$ cat src/rtl/multicycle_adder.sv
// ---------------------------------------------------------------------------
// multicycle_adder
//   Multi-cycle adder/subtractor. WIDTH-bit operands are added CHUNK bits per
//   clock, and the carry is held in a register between slices. Operands are
//   accepted with a valid/ready handshake and the result is presented with a
//   second valid/ready handshake.
//
// Ports
//   clk       : single clock, all state on the rising edge
//   rst_n     : asynchronous active-low reset
//   in_valid  : operands present
//   in_ready  : block can accept operands (high only in IDLE)
//   a, b      : WIDTH-bit operands
//   cin       : carry-in, add only
//   sub       : 0 = a+b+cin, 1 = a-b (a + ~b + 1, cin ignored)
//   out_valid : result available
//   out_ready : consumer takes result
//   sum       : WIDTH-bit result
//   cout      : carry-out of MSB (for sub, 1 = no borrow)
//   ovf       : signed two's-complement overflow
// ---------------------------------------------------------------------------
module multicycle_adder #(
  parameter int WIDTH = 16,
  parameter int CHUNK = 4
) (
  input  logic             clk,
  input  logic             rst_n,
  input  logic             in_valid,
  output logic             in_ready,
  input  logic [WIDTH-1:0] a,
  input  logic [WIDTH-1:0] b,
  input  logic             cin,
  input  logic             sub,
  output logic             out_valid,
  input  logic             out_ready,
  output logic [WIDTH-1:0] sum,
  output logic             cout,
  output logic             ovf
);

  localparam int NCHUNK = WIDTH / CHUNK;
  localparam int IDX_W  = (NCHUNK > 1) ? $clog2(NCHUNK) : 1;
  localparam logic [IDX_W-1:0] LAST_IDX   = IDX_W'(NCHUNK - 1);
  localparam logic [WIDTH-1:0] SLICE_MASK = WIDTH'({CHUNK{1'b1}});

  // Reject parameter combinations that would leave a partial slice.
  if ((WIDTH < 1) || (CHUNK < 1) || (CHUNK > WIDTH) || ((WIDTH % CHUNK) != 0)) begin : g_param_check
    $error("multicycle_adder: need 1 <= CHUNK <= WIDTH and WIDTH %% CHUNK == 0");
  end

  typedef enum logic [1:0] {
    ST_IDLE = 2'd0,
    ST_CALC = 2'd1,
    ST_DONE = 2'd2
  } state_e;

  state_e           state_q, state_d;
  logic [WIDTH-1:0] a_q, a_d;
  logic [WIDTH-1:0] beff_q, beff_d;      // b, or ~b for subtract
  logic             carry_q, carry_d;
  logic [IDX_W-1:0] idx_q, idx_d;
  logic [WIDTH-1:0] sum_q, sum_d;
  logic             cout_q, cout_d;
  logic             ovf_q, ovf_d;
  logic             out_valid_q, out_valid_d;
  logic             in_ready_q, in_ready_d;

  logic [31:0]      shift_s;
  logic [CHUNK-1:0] a_slice_s;
  logic [CHUNK-1:0] b_slice_s;
  logic [CHUNK:0]   slice_res_s;
  logic [WIDTH-1:0] sum_merge_s;

  // Slice adder: select the current CHUNK of each operand, add with the
  // registered carry, and merge the slice result into the running sum.
  always_comb begin
    shift_s     = 32'(idx_q) * 32'(CHUNK);
    a_slice_s   = CHUNK'(a_q >> shift_s);
    b_slice_s   = CHUNK'(beff_q >> shift_s);
    slice_res_s = {1'b0, a_slice_s} + {1'b0, b_slice_s} + {{CHUNK{1'b0}}, carry_q};
    sum_merge_s = (sum_q & ~(SLICE_MASK << shift_s))
                | (WIDTH'(slice_res_s[CHUNK-1:0]) << shift_s);
  end

  // Next-state and next-output computation for the IDLE/CALC/DONE sequence.
  always_comb begin
    state_d = state_q;
    a_d     = a_q;
    beff_d  = beff_q;
    carry_d = carry_q;
    idx_d   = idx_q;
    sum_d   = sum_q;
    cout_d  = cout_q;
    ovf_d   = ovf_q;
    case (state_q)
      ST_IDLE: begin
        if (in_valid && in_ready_q) begin
          state_d = ST_CALC;
          a_d     = a;
          beff_d  = sub ? ~b : b;
          carry_d = sub ? 1'b1 : cin;
          idx_d   = '0;
        end else begin
          state_d = ST_IDLE;
        end
      end
      ST_CALC: begin
        sum_d   = sum_merge_s;
        carry_d = slice_res_s[CHUNK];
        if (idx_q == LAST_IDX) begin
          // Overflow: operands share a sign that the result does not.
          cout_d  = slice_res_s[CHUNK];
          ovf_d   = (a_q[WIDTH-1] == beff_q[WIDTH-1]) && (sum_merge_s[WIDTH-1] != a_q[WIDTH-1]);
          idx_d   = '0;
          state_d = ST_DONE;
        end else begin
          idx_d   = idx_q + IDX_W'(1);
          state_d = ST_CALC;
        end
      end
      ST_DONE: begin
        if (out_ready) begin
          state_d = ST_IDLE;
        end else begin
          state_d = ST_DONE;
        end
      end
      default: begin
        state_d = ST_IDLE;
      end
    endcase
    // Handshake outputs are registered decodes of the next state, so
    // in_ready has no combinational path from out_ready.
    out_valid_d = (state_d == ST_DONE);
    in_ready_d  = (state_d == ST_IDLE);
  end

  // State and output registers.
  always_ff @(posedge clk or negedge rst_n) begin
    if (!rst_n) begin
      state_q     <= ST_IDLE;
      a_q         <= '0;
      beff_q      <= '0;
      carry_q     <= 1'b0;
      idx_q       <= '0;
      sum_q       <= '0;
      cout_q      <= 1'b0;
      ovf_q       <= 1'b0;
      out_valid_q <= 1'b0;
      in_ready_q  <= 1'b1;
    end else begin
      state_q     <= state_d;
      a_q         <= a_d;
      beff_q      <= beff_d;
      carry_q     <= carry_d;
      idx_q       <= idx_d;
      sum_q       <= sum_d;
      cout_q      <= cout_d;
      ovf_q       <= ovf_d;
      out_valid_q <= out_valid_d;
      in_ready_q  <= in_ready_d;
    end
  end

  assign in_ready  = in_ready_q;
  assign out_valid = out_valid_q;
  assign sum       = sum_q;
  assign cout      = cout_q;
  assign ovf       = ovf_q;

endmodule
$ cat config.mk
export PLATFORM = sky130hd
export DESIGN_NAME = multicycle_adder
export DESIGN_NICKNAME = d
export VERILOG_FILES = /design/src/rtl/multicycle_adder.sv
export SDC_FILE = /design/constraint.sdc
export NUM_CORES = 1
export LEC_CHECK = 0
export BUFFER_PORTS_ARGS = -buffer_cell sky130_fd_sc_hd__buf_2
export CAP_MARGIN = 25
export CORE_ASPECT_RATIO = 1.75
export CORE_MARGIN = 3
export CORE_UTILIZATION = 45
export DETAILED_ROUTE_END_ITERATION = 6
export MAX_ROUTING_LAYER = met4
export PLACE_DENSITY_LB_ADDON = 0.1
export SLEW_MARGIN = 5
export SYNTH_ARGS = -nofsm -noshare
export SYNTH_HDL_FRONTEND = slang
export SYNTH_SLANG_ARGS = --single-unit
$ cat constraint.sdc
create_clock -name clk -period 4.7 [get_ports clk]
set_input_delay 0.235 -clock clk [delete_from_list [all_inputs] [get_ports clk]]
set_output_delay 0.235 -clock clk [all_outputs]
set_load 0.01 [all_outputs]
==> metrics.md, run 1 <==
| Metric | Value |
|---|---|
| Clock Power Share | `15.9%` |
| PwrDens | `just under 800 nW/um^2` |
| Top cells by area, synth | `dfrtp_1 (52%), mux4_2 (6.7%), a22o_1 (5.2%), xnor2_1 (5.2%), mux2_1 (5.0%)` |
| Most common cell after layout, fill and taps aside | `buf_2` |
| Reg2reg setup slack | `1820 ps` |
| Worst reg-to-reg path cell count | `5` |
| CP max-delay cell | `dfrtp_1` |
| Root buf cell | `clkbuf_8` |
| Max Slew Vio Count | `0` |
| Chip height | `108.2 um` |
| Routed wl met2 | `approximately 3000 um` |
| Clock Skews | `around 6 ps` |
| Yosys top cell by area | `dfrtp_1` |
| Worst Path Required | `4980 ps` |
| Status | `finished, final reports clean` |
| Die Wd | `between 60 and 70 um` |
| Sw power | `0.001008 W` |
| Most frequent cells in the layout | `buf_2 (57), dfrtp_1 (56), nor2_1 (23)` |
| Critical path's most frequent cell | `fa_1` |
| RR Endpoint | `sum[2]` |
| Gate power share | `a little under half` |
| TritonCTS clock tree | `built` |
| CTS Buffer Depth | `2` |
| Largest net degree at the start of global routing | `between 50 and 60` |
| HPWL after detailed placement | `roughly 4000 um` |
| Seq cells post-synth | `57` |
| Synth warn | `0` |
| Cell row count | `36` |
| Pleak | `between 1 and 1.5 nW` |
| Startpoint Class | `flip-flop` |
| First-pass GRT wire length | `roughly 9100 um` |
| Setup crit end kind | `flip-flop` |
| Crit path buffers/inverters | `0` |
| Crit Path Class | `flip-flop to flip-flop` |
| Final Hold Violating Endpoints | `0` |
| Vias per cell | `roughly 5.2` |
| Mapped Nets | `260` |
| Die Outline Area | `approximately 7000 um^2` |
| Worst R2R Start | `idx_q[0]` |
| Layout cells sized above 1 | `between 30% and 40%` |
| M1 wire length | `approximately 2200 um` |
| Unrepaired setup endpoints after global routing | `false` |
| Port Buffers | `57` |
| Mapped Cells | `about 210` |
| CTS hold repair buffers | `0` |
| Antenna-violating nets left | `0` |
| Worst vdd ir | `~280 uV` |
| Initial DRC count | `108` |
| Cts bufs inserted | `9` |
| Worst Path Arrival | `about 3200 ps` |
| Post-route minimum period | `about 2900 ps` |
| Vias in the first global route | `approximately 1800` |
| Syn_area_per_cell | `roughly 13 um^2` |
| Max-cap violations | `0` |
| Clk_lat worst skew | `roughly 340 ps` |
| Critical-path cell list | `mux4_2, fa_1, fa_1, xor2_1, a22o_1` |
| Final nets | `roughly 320` |
| H-tree depth | `3` |
| P_int | `0.001519 W` |
| Routed length on met3 | `around 300 um` |
| Starting density of the core | `a little under half` |
| Clock transition at the registers of the reported paths | `about 60 ps` |
| Endpoints failing setup | `0` |
| Gpl congestion | `just under 0.8` |
| Worst Max-Slew Pin Slew | `737.4 ps` |
| Core Region | `between 5000 and 6000 um^2` |
| Hold Crit Class | `primary input to async pin` |
| Vias post-DR | `1828` |
| # IOs | `58` |
| Top delay family on crit path | `adder cells` |
| Slowest stage delay, CP | `~820 ps` |
| Avg WL per Cell | `~16 um` |
| Clk sinks | `between 50 and 60` |
| DR DRC count | `0` |
| Total GRT Usage | `between 10% and 20%` |
| Fmax | `~0.35 GHz` |
| Top sig layer | `met4` |
| Grt total ovfl | `0` |
| Setup Fix Bufs, Post-CTS | `0` |
| Critical-path maximum fanout | `15` |
| Count of cell types in the netlist | `35` |
| Post-Route WL | `roughly 5600 um` |
| Part of the cycle the worst path needs | `61.35%` |
| Pre-antenna DRT Iters | `4` |
| Area growth from synthesis to layout | `18.35%` |
| Final Power | `0.002527 W` |
| Switch share | `39.90%` |
| Antenna violations before repair | `0` |
| Syn Std Cell Area | `between 2000 and 3000 um^2` |
| Sequential share of power | `36.7%` |
| Synth top area share | `around 52%` |
| Final TNS setup | `0 ps` |
| Slew HR | `50.84%` |
| Seq/Total Area, Yosys | `a little over half` |
| PostCTS Resize Cnt | `0` |
| Diodes inserted | `0` |
## worst register-to-register path: stages, from the launching register on
cell and delay, ps:
dfrtp_1 820, mux4_2 620, fa_1 440, fa_1 410, xor2_1 330, a22o_1 210
## registers in the layout, indices dropped and copies added (netlist names)
signal and count:
a_q 16, beff_q 16, sum 16, idx_q 2, state_q 2, carry_q 1
cout 1, in_ready 1, out_valid 1, ovf 1
## cells in the mapped netlist, drive strengths merged
library cell and number:
nor2 24, nor3 3, a22o 16, a211oi 1
o21bai 1, inv 3, mux4 8, fa 2
nand3 2, or2 1, o21ai 2, o211ai 2
dfrtp 56, ha 7, nand2 12, nand3b 1
and3 1, nor4bb 1, a21oi 19, or3 1
dfstp 1, xor2 1, nand2b 1, xnor2 16
mux2 16, buf 11, o31ai 3, nor2b 1
## cells by family (layout without fill, tap and decap cells)
| group | after synthesis | after routing | synth area share (%) |
|---|---|---|---|
| DFF | 57 | 57 | 53.14 |
| and+or+nand+nor | 48 | 48 | 8.245 |
| AOI/OAI and AO/OA | 44 | 44 | 11.08 |
| muxes | 24 | 24 | 13.41 |
| xor gates and xnor gates | 17 | 17 | 5.543 |
| buffers and inverters | 14 | 78 | 3.819 |
| adders and majority gates | 9 | 9 | 4.751 |
## power by group through the flow
stage          clock network [W]  registers [W]  logic, W
3_5_place_dp                   0       0.000941   0.00120
2_1_floorplan                  0       0.000886  0.000907
3_3_place_gp                   0       0.000935   0.00117
4_1_cts                 0.000410       0.000934   0.00121
5_1_grt                 0.000434       0.000961   0.00134
6_report                0.000403       0.000928   0.00120
## cell type report
type	instances	area (um^2)
clock inverter	3	15.01
tap	76	95.09
timing repair buffer	59	300.3
clock buffer	13	158.9
fill	553	2496
sequential	57	1428
multi-input combinational	142	1171
inverter	3	11.26
## layer usage
metal  vias up  GRT usage, %
li1        881             -
met2        61         29.88
met5         -             -
met3        11         4.470
met4         0         8.775
met1       875         20.86
## worst max path at each step
stage                  start       to  slack, ps  cells after the start
global route        idx_q[0]   sum[2]       1660                      5
CTS                 idx_q[0]   sum[2]       1790                      5
global placement    idx_q[0]   sum[6]       1910                      5
finish              idx_q[0]   sum[2]       1820                      5
floorplan           idx_q[0]  sum[10]       2200                      6
detailed placement  idx_q[0]   sum[2]       1810                      5
## per-stage QoR
step	hold WS (ps)	utilization [%]	setup slack [ps]	instances	area, um^2
2_1_floorplan	-60.59	-	2195	213	2686
3_3_place_gp	414.9	52.95	1905	337	3005
3_5_place_dp	415.7	52.95	1811	337	3005
4_1_cts	54.67	56.02	1790	353	3179
5_1_grt	96.14	56.02	1658	353	3179
6_report	25.89	56.02	1816	353	3179
Power figures use the tool's default switching activity.
==> run 2, diff against run 1 <==
Clock period 4.7 ns to 2.65 ns, I/O delays scaled along.
==> metrics.md, run 2 (same netlist as run 1, synthesis figures left out) <==
| Metric | Value |
|---|---|
| Antenna violations before repair | `0 (unchanged)` |
| Setup crit end kind | `flip-flop` |
| Final TNS setup | `0 ps (unchanged)` |
| # IOs | `58 (unchanged)` |
| RR Endpoint | `sum[6]` |
| Hold Crit Start | `a[14]` |
| Critical-path maximum fanout | `4 (-11)` |
| PwrDens | `1404 nW/um^2 (+77%)` |
| Worst Path Required | `2920 ps (-2060 ps)` |
| Die Outline Area | `6969 um^2 (unchanged)` |
| Pre-antenna DRT Iters | `5 (+1)` |
| Register Area | `1429 um^2 (about the same)` |
| Grt total ovfl | `0 (unchanged)` |
| Port Buffers | `57 (unchanged)` |
| TritonCTS clock tree | `built` |
| Hold path depth | `2` |
| Fin worst setup slack | `229.8 ps (-1587 ps)` |
| Worst R2R Start | `idx_q[0]` |
| Slew HR | `53.77% (+2.9 points)` |
| Vias in the first global route | `1940 (+6.8%)` |
| Crit Path Class | `flip-flop to flip-flop` |
| Antenna-violating nets left | `0 (unchanged)` |
| Reg2reg setup slack | `230 ps (-1590 ps)` |
| Most common cell after layout, fill and taps aside | `buf_2` |
| Unrepaired setup endpoints after global routing | `false` |
| Total GRT Usage | `18.51% (+0.25 points)` |
| Area of the multi-input gates | `1171 um^2 (unchanged)` |
| Initial DRC count | `104 (-3.7%)` |
| CTS Buffer Depth | `2 (unchanged)` |
| Status | `finished, final reports clean` |
| Gpl congestion | `0.8167 (+2.8%)` |
| Die Wd | `64.41 um (unchanged)` |
| Hold Crit Class | `primary input to flip-flop` |
| Fill cells | `508 (-8.1%)` |
| Vias post-DR | `1842 (+0.77%)` |
| HPWL after detailed placement | `4174 um (+2.5%)` |
| Max-cap violations | `0 (unchanged)` |
| Worst slack at placement | `203.5 ps (-1607 ps)` |
| Final instance area | `3234 um^2 (+1.7%)` |
| Avg WL per Cell | `15.53 um (-1.6%)` |
| Root buf cell | `clkbuf_8` |
| First-pass GRT wire length | `9266 um (+2.4%)` |
| Layout cells sized above 1 | `33.57% (+0.72 points)` |
| Post-route minimum period | `2420 ps (-463.5 ps)` |
| Worst Path Arrival | `2690 ps (-470 ps)` |
| Worst Max-Slew Pin Slew | `693.5 ps (-43.91 ps)` |
| Core Region | `5675 um^2 (unchanged)` |
| Hold Path End | `a_q[14]` |
| Chip height | `108.2 um (unchanged)` |
| Part of the cycle the worst path needs | `91.33% (+30 points)` |
| Endpoints failing setup | `0 (unchanged)` |
| Cell row count | `36 (unchanged)` |
| DR DRC count | `0 (unchanged)` |
| Clk_lat worst skew | `340 ps (about the same)` |
| Max Slew Vio Count | `0 (unchanged)` |
| Post-Route WL | `5576 um (about the same)` |
| Vias per cell | `5.131 (-0.92%)` |
| Area growth from synthesis to layout | `20.40%` |
| Diodes inserted | `0 (unchanged)` |
| Cts bufs inserted | `9 (unchanged)` |
| Clock Skews | `7.594 ps (+1.468 ps)` |
| Most frequent cells in the layout | `buf_2 (57), dfrtp_1 (55), nor2_1 (23)` |
| Placed cell areas | `3043 um^2 (+1.2%)` |
| Clock transition at the registers of the reported paths | `60 ps (about the same)` |
| Largest net degree at the start of global routing | `58 (unchanged)` |
| H-tree depth | `3 (unchanged)` |
| Clk sinks | `57 (unchanged)` |
| Worst vdd ir | `543.2 uV (+91%)` |
| Starting density of the core | `47.33% (unchanged)` |
| Pleak | `1.487 nW (+1.8%)` |
| DP Cell Count | `342 (+1.5%)` |
| Startpoint Class | `flip-flop` |
| Final nets | `325 (+1.9%)` |
| Worst reg-to-reg path cell count | `5 (unchanged)` |
| Fmax | `0.4132 GHz (+19%)` |
| Final Hold Violating Endpoints | `0 (unchanged)` |
| Layout Cells excl Fill | `359 (+1.7%)` |
==> run 2: cell types whose count changed in the layout (fill, tap and decap cells not counted), sizes merged <==
| cell | before | now |
|---|---|---|
| buf | 59 | 64 |
| clkbuf | 13 | 16 |
| clkinv | 3 | 0 |
| dlygate4sd3 | 0 | 1 |
==> run 2: worst max path at each step <==
stage | from | endpoint | slack [ps] | cells after the start
floorplan | idx_q[0] | sum[10] | 150 | 6
global placement | idx_q[0] | sum[6] | 230 | 5
detailed placement | idx_q[0] | sum[2] | 200 | 5
CTS | idx_q[0] | sum[6] | 180 | 5
global route | idx_q[0] | cout | 50 | 7
finish | idx_q[0] | sum[6] | 230 | 5
==> run 2: cell type report <==
cell class	count	share of cell area, %
clock buffers	16	5.571
inverters	3	0.3482
multi-input cells	142	36.21
flip-flops and latches	57	44.18
well taps	76	2.940
repair buffers	65	10.75
==> run 2: repair_timing <==
item	in CTS	in global routing
setup endpoints to repair	0	3
hold buffers	1	0
buffers inserted	0	0
gates resized for setup	0	1
endpoints found under the hold margin	56	0
==> run 2: layer usage <==
layer,track usage (%),vias to the layer above,wire (um)
li1,-,891,-
met1,18.75,887,2037
met2,32.32,51,3080
met3,2.911,13,254
met4,12.41,0,204
met5,-,-,0
==> run 2: power breakdown <==
| group | internal [W] | switching [W] |
|---|---|---|
| Combinational | 0.00104 | 0.00117 |
| Sequential | 0.00131 | 0.000286 |
| Clock | 0.000418 | 0.000316 |
==> run 2: stage by stage <==
step	util (%)	hold WS [ps]	total power (W)
after floorplan	-	-163.1	0.003179
after global placement	53.62	313.4	0.003812
after detailed placement	53.62	308.6	0.003838
after CTS	56.97	6.136	0.004597
after global routing	56.99	27.21	0.004943
final	56.99	5.443	0.004542
==> run 2: worst max-delay path, cell delays in order (launching register included) <==
cell     delay [ps]
dfrtp_2         400
mux4_2          520
fa_1            450
fa_1            420
xor2_1          360
a22o_1          200
==> run 3, diff against run 2 <==
Settings changed: CTS_BUF_LIST set to sky130_fd_sc_hd__clkbuf_16.
==> metrics.md, run 3 (same netlist as run 1, synthesis figures left out) <==
| Metric | Value |
|---|---|
| Fill cells | `509 (+0.20%)` |
| Most frequent cells in the layout | `buf_2 (57), dfrtp_1 (55), nor2_1 (23)` |
| Worst vdd ir | `642.6 uV (+18%)` |
| # IOs | `58 (unchanged)` |
| Startpoint Class | `flip-flop` |
| Clock transition at the registers of the reported paths | `50 ps (about the same)` |
| First-pass GRT wire length | `9259 um (about the same)` |
| Worst Max-Slew Pin Slew | `695.0 ps (+1.548 ps)` |
| Clk_lat worst skew | `330 ps (about the same)` |
| Root buf cell | `clkbuf_16` |
| Slew HR | `53.66% (-0.10 points)` |
| Part of the cycle the worst path needs | `91.50% (+0.17 points)` |
| Largest net degree at the start of global routing | `58 (unchanged)` |
| Diodes inserted | `0 (unchanged)` |
| Vias per cell | `5.228 (+1.9%)` |
| Final Power | `0.004779 W (+5.2%)` |
| Antenna violations before repair | `0 (unchanged)` |
| Cts bufs inserted | `9 (unchanged)` |
| HPWL after detailed placement | `4174 um (unchanged)` |
| Starting density of the core | `47.33% (unchanged)` |
| Avg WL per Cell | `15.68 um (+0.93%)` |
| Total GRT Usage | `18.51% (unchanged)` |
| H-tree depth | `3 (unchanged)` |
| Chip height | `108.2 um (unchanged)` |
| Clock Skews | `8.102 ps (+0.5085 ps)` |
| Max Slew Vio Count | `0 (unchanged)` |
| Vias post-DR | `1877 (+1.9%)` |
| Vias in the first global route | `1958 (+0.93%)` |
| Worst reg-to-reg path cell count | `5 (unchanged)` |
| Reg2reg setup slack | `230 ps (about the same)` |
| Crit Path Class | `flip-flop to flip-flop` |
| Fmax | `0.4124 GHz (-0.18%)` |
| Most common cell after layout, fill and taps aside | `buf_2` |
| Crit path from | `idx_q[0]` |
| Max-cap violations | `0 (unchanged)` |
| Post-route minimum period | `2425 ps (+4.482 ps)` |
| Area growth from synthesis to layout | `23.06%` |
| Gpl congestion | `0.8167 (unchanged)` |
| Pleak | `1.533 nW (+3.1%)` |
| Port Buffers | `57 (unchanged)` |
| Die Outline Area | `6969 um^2 (unchanged)` |
| DR DRC count | `0 (unchanged)` |
| Clk sinks | `57 (unchanged)` |
| Worst Path Required | `2910 ps (about the same)` |
| Layout cells sized above 1 | `32.51% (-1.1 points)` |
| Grt total ovfl | `0 (unchanged)` |
| Final TNS setup | `0 ps (unchanged)` |
| Worst R2R Start | `idx_q[0]` |
| Endpoints failing setup | `0 (unchanged)` |
| Final nets | `325 (unchanged)` |
| Pre-antenna DRT Iters | `4 (-1)` |
| Final Hold Violating Endpoints | `0 (unchanged)` |
| Hold Crit Class | `primary input to flip-flop` |
| Cell row count | `36 (unchanged)` |
| Status | `finished, final reports clean` |
| TritonCTS clock tree | `built` |
| Die Wd | `64.41 um (unchanged)` |
| Core Region | `5675 um^2 (unchanged)` |
| Antenna-violating nets left | `0 (unchanged)` |
| Post-Route WL | `5628 um (+0.93%)` |
| Setup crit end kind | `flip-flop` |
| Initial DRC count | `138 (+33%)` |
| RR Endpoint | `sum[10]` |
| CP endpoint | `sum[10]` |
| Unrepaired setup endpoints after global routing | `false` |
| Worst Path Arrival | `2690 ps (about the same)` |
| PwrDens | `1446 nW/um^2 (+2.9%)` |
| Critical-path maximum fanout | `4 (unchanged)` |
| CTS Buffer Depth | `2 (unchanged)` |
==> run 3: cell types whose count changed in the layout (fill, tap and decap cells not counted) <==
cell | previous run | this run
clkbuf_1 | 4 | 0
clkbuf_16 | 0 | 9
clkinv_1 | 0 | 3
inv_1 | 3 | 7
clkbuf_8 | 12 | 0
==> run 3: power by group <==
group	switching, W	internal, W
sequential	0.000289	0.00131
combinational	0.00117	0.00104
clock	0.000356	0.000605
==> run 3: how the worst min path moves through the flow <==
| stage | start | endpoint | slack, ps | cells after the start |
|---|---|---|---|---|
| after floorplan | rst_n | a_q[0] | -160 | 0 |
| after global placement | rst_n | state_q[1] | 310 | 2 |
| after detailed placement | rst_n | out_valid | 310 | 2 |
| after CTS | a[15] | a_q[15] | 20 | 2 |
| after global routing | a[14] | a_q[14] | 40 | 2 |
| final | a[14] | a_q[14] | 20 | 2 |
==> run 3: timing repair <==
action,4_1_cts,5_1_grt
resized for setup,0,1
hold endpoints to repair,56,0
buffers inserted,0,0
endpoints found under the setup margin,0,2
hold buffers,1,0
==> run 3: metrics by stage <==
step | util, % | cell area, um^2 | std cells | hold slack (ps) | worst slack [ps]
6_report | 58.25 | 3306 | 359 | 22.37 | 225.3
2_1_floorplan | - | 2686 | 213 | -163.1 | 145.3
3_5_place_dp | 53.62 | 3043 | 342 | 308.6 | 203.5
4_1_cts | 58.22 | 3304 | 359 | 23.24 | 183.4
5_1_grt | 58.25 | 3306 | 359 | 44.68 | 37.64
3_3_place_gp | 53.62 | 3043 | 342 | 313.4 | 226.9
==> run 3: layer usage <==
| metal | track usage (%) | vias to the layer above | wire [um] |
|---|---|---|---|
| li1 | - | 892 | - |
| met1 | 18.41 | 905 | 2016 |
| met2 | 32.17 | 63 | 3110 |
| met3 | 3.015 | 17 | 279 |
| met4 | 13.31 | 0 | 221 |
| met5 | - | - | 0 |
==> run 3: layout make-up <==
cell class                      count  area [um^2]  area share (%)
Clock inverter                      7        26.28          0.7949
Tap cell                           76        95.09           2.877
Inverter                            3        11.26          0.3407
Clock buffer                        9        225.2           6.813
Timing Repair Buffer               65        347.8           10.52
Multi-Input combinational cell    142         1171           35.43
Sequential cell                    57         1429           43.22
==> run 3: critical path, cell delays in order, from the launching register on <==
cell and delay (ps):
dfrtp_2 400, mux4_2 520, fa_1 450, fa_1 420, xor2_1 370, a22o_1 210
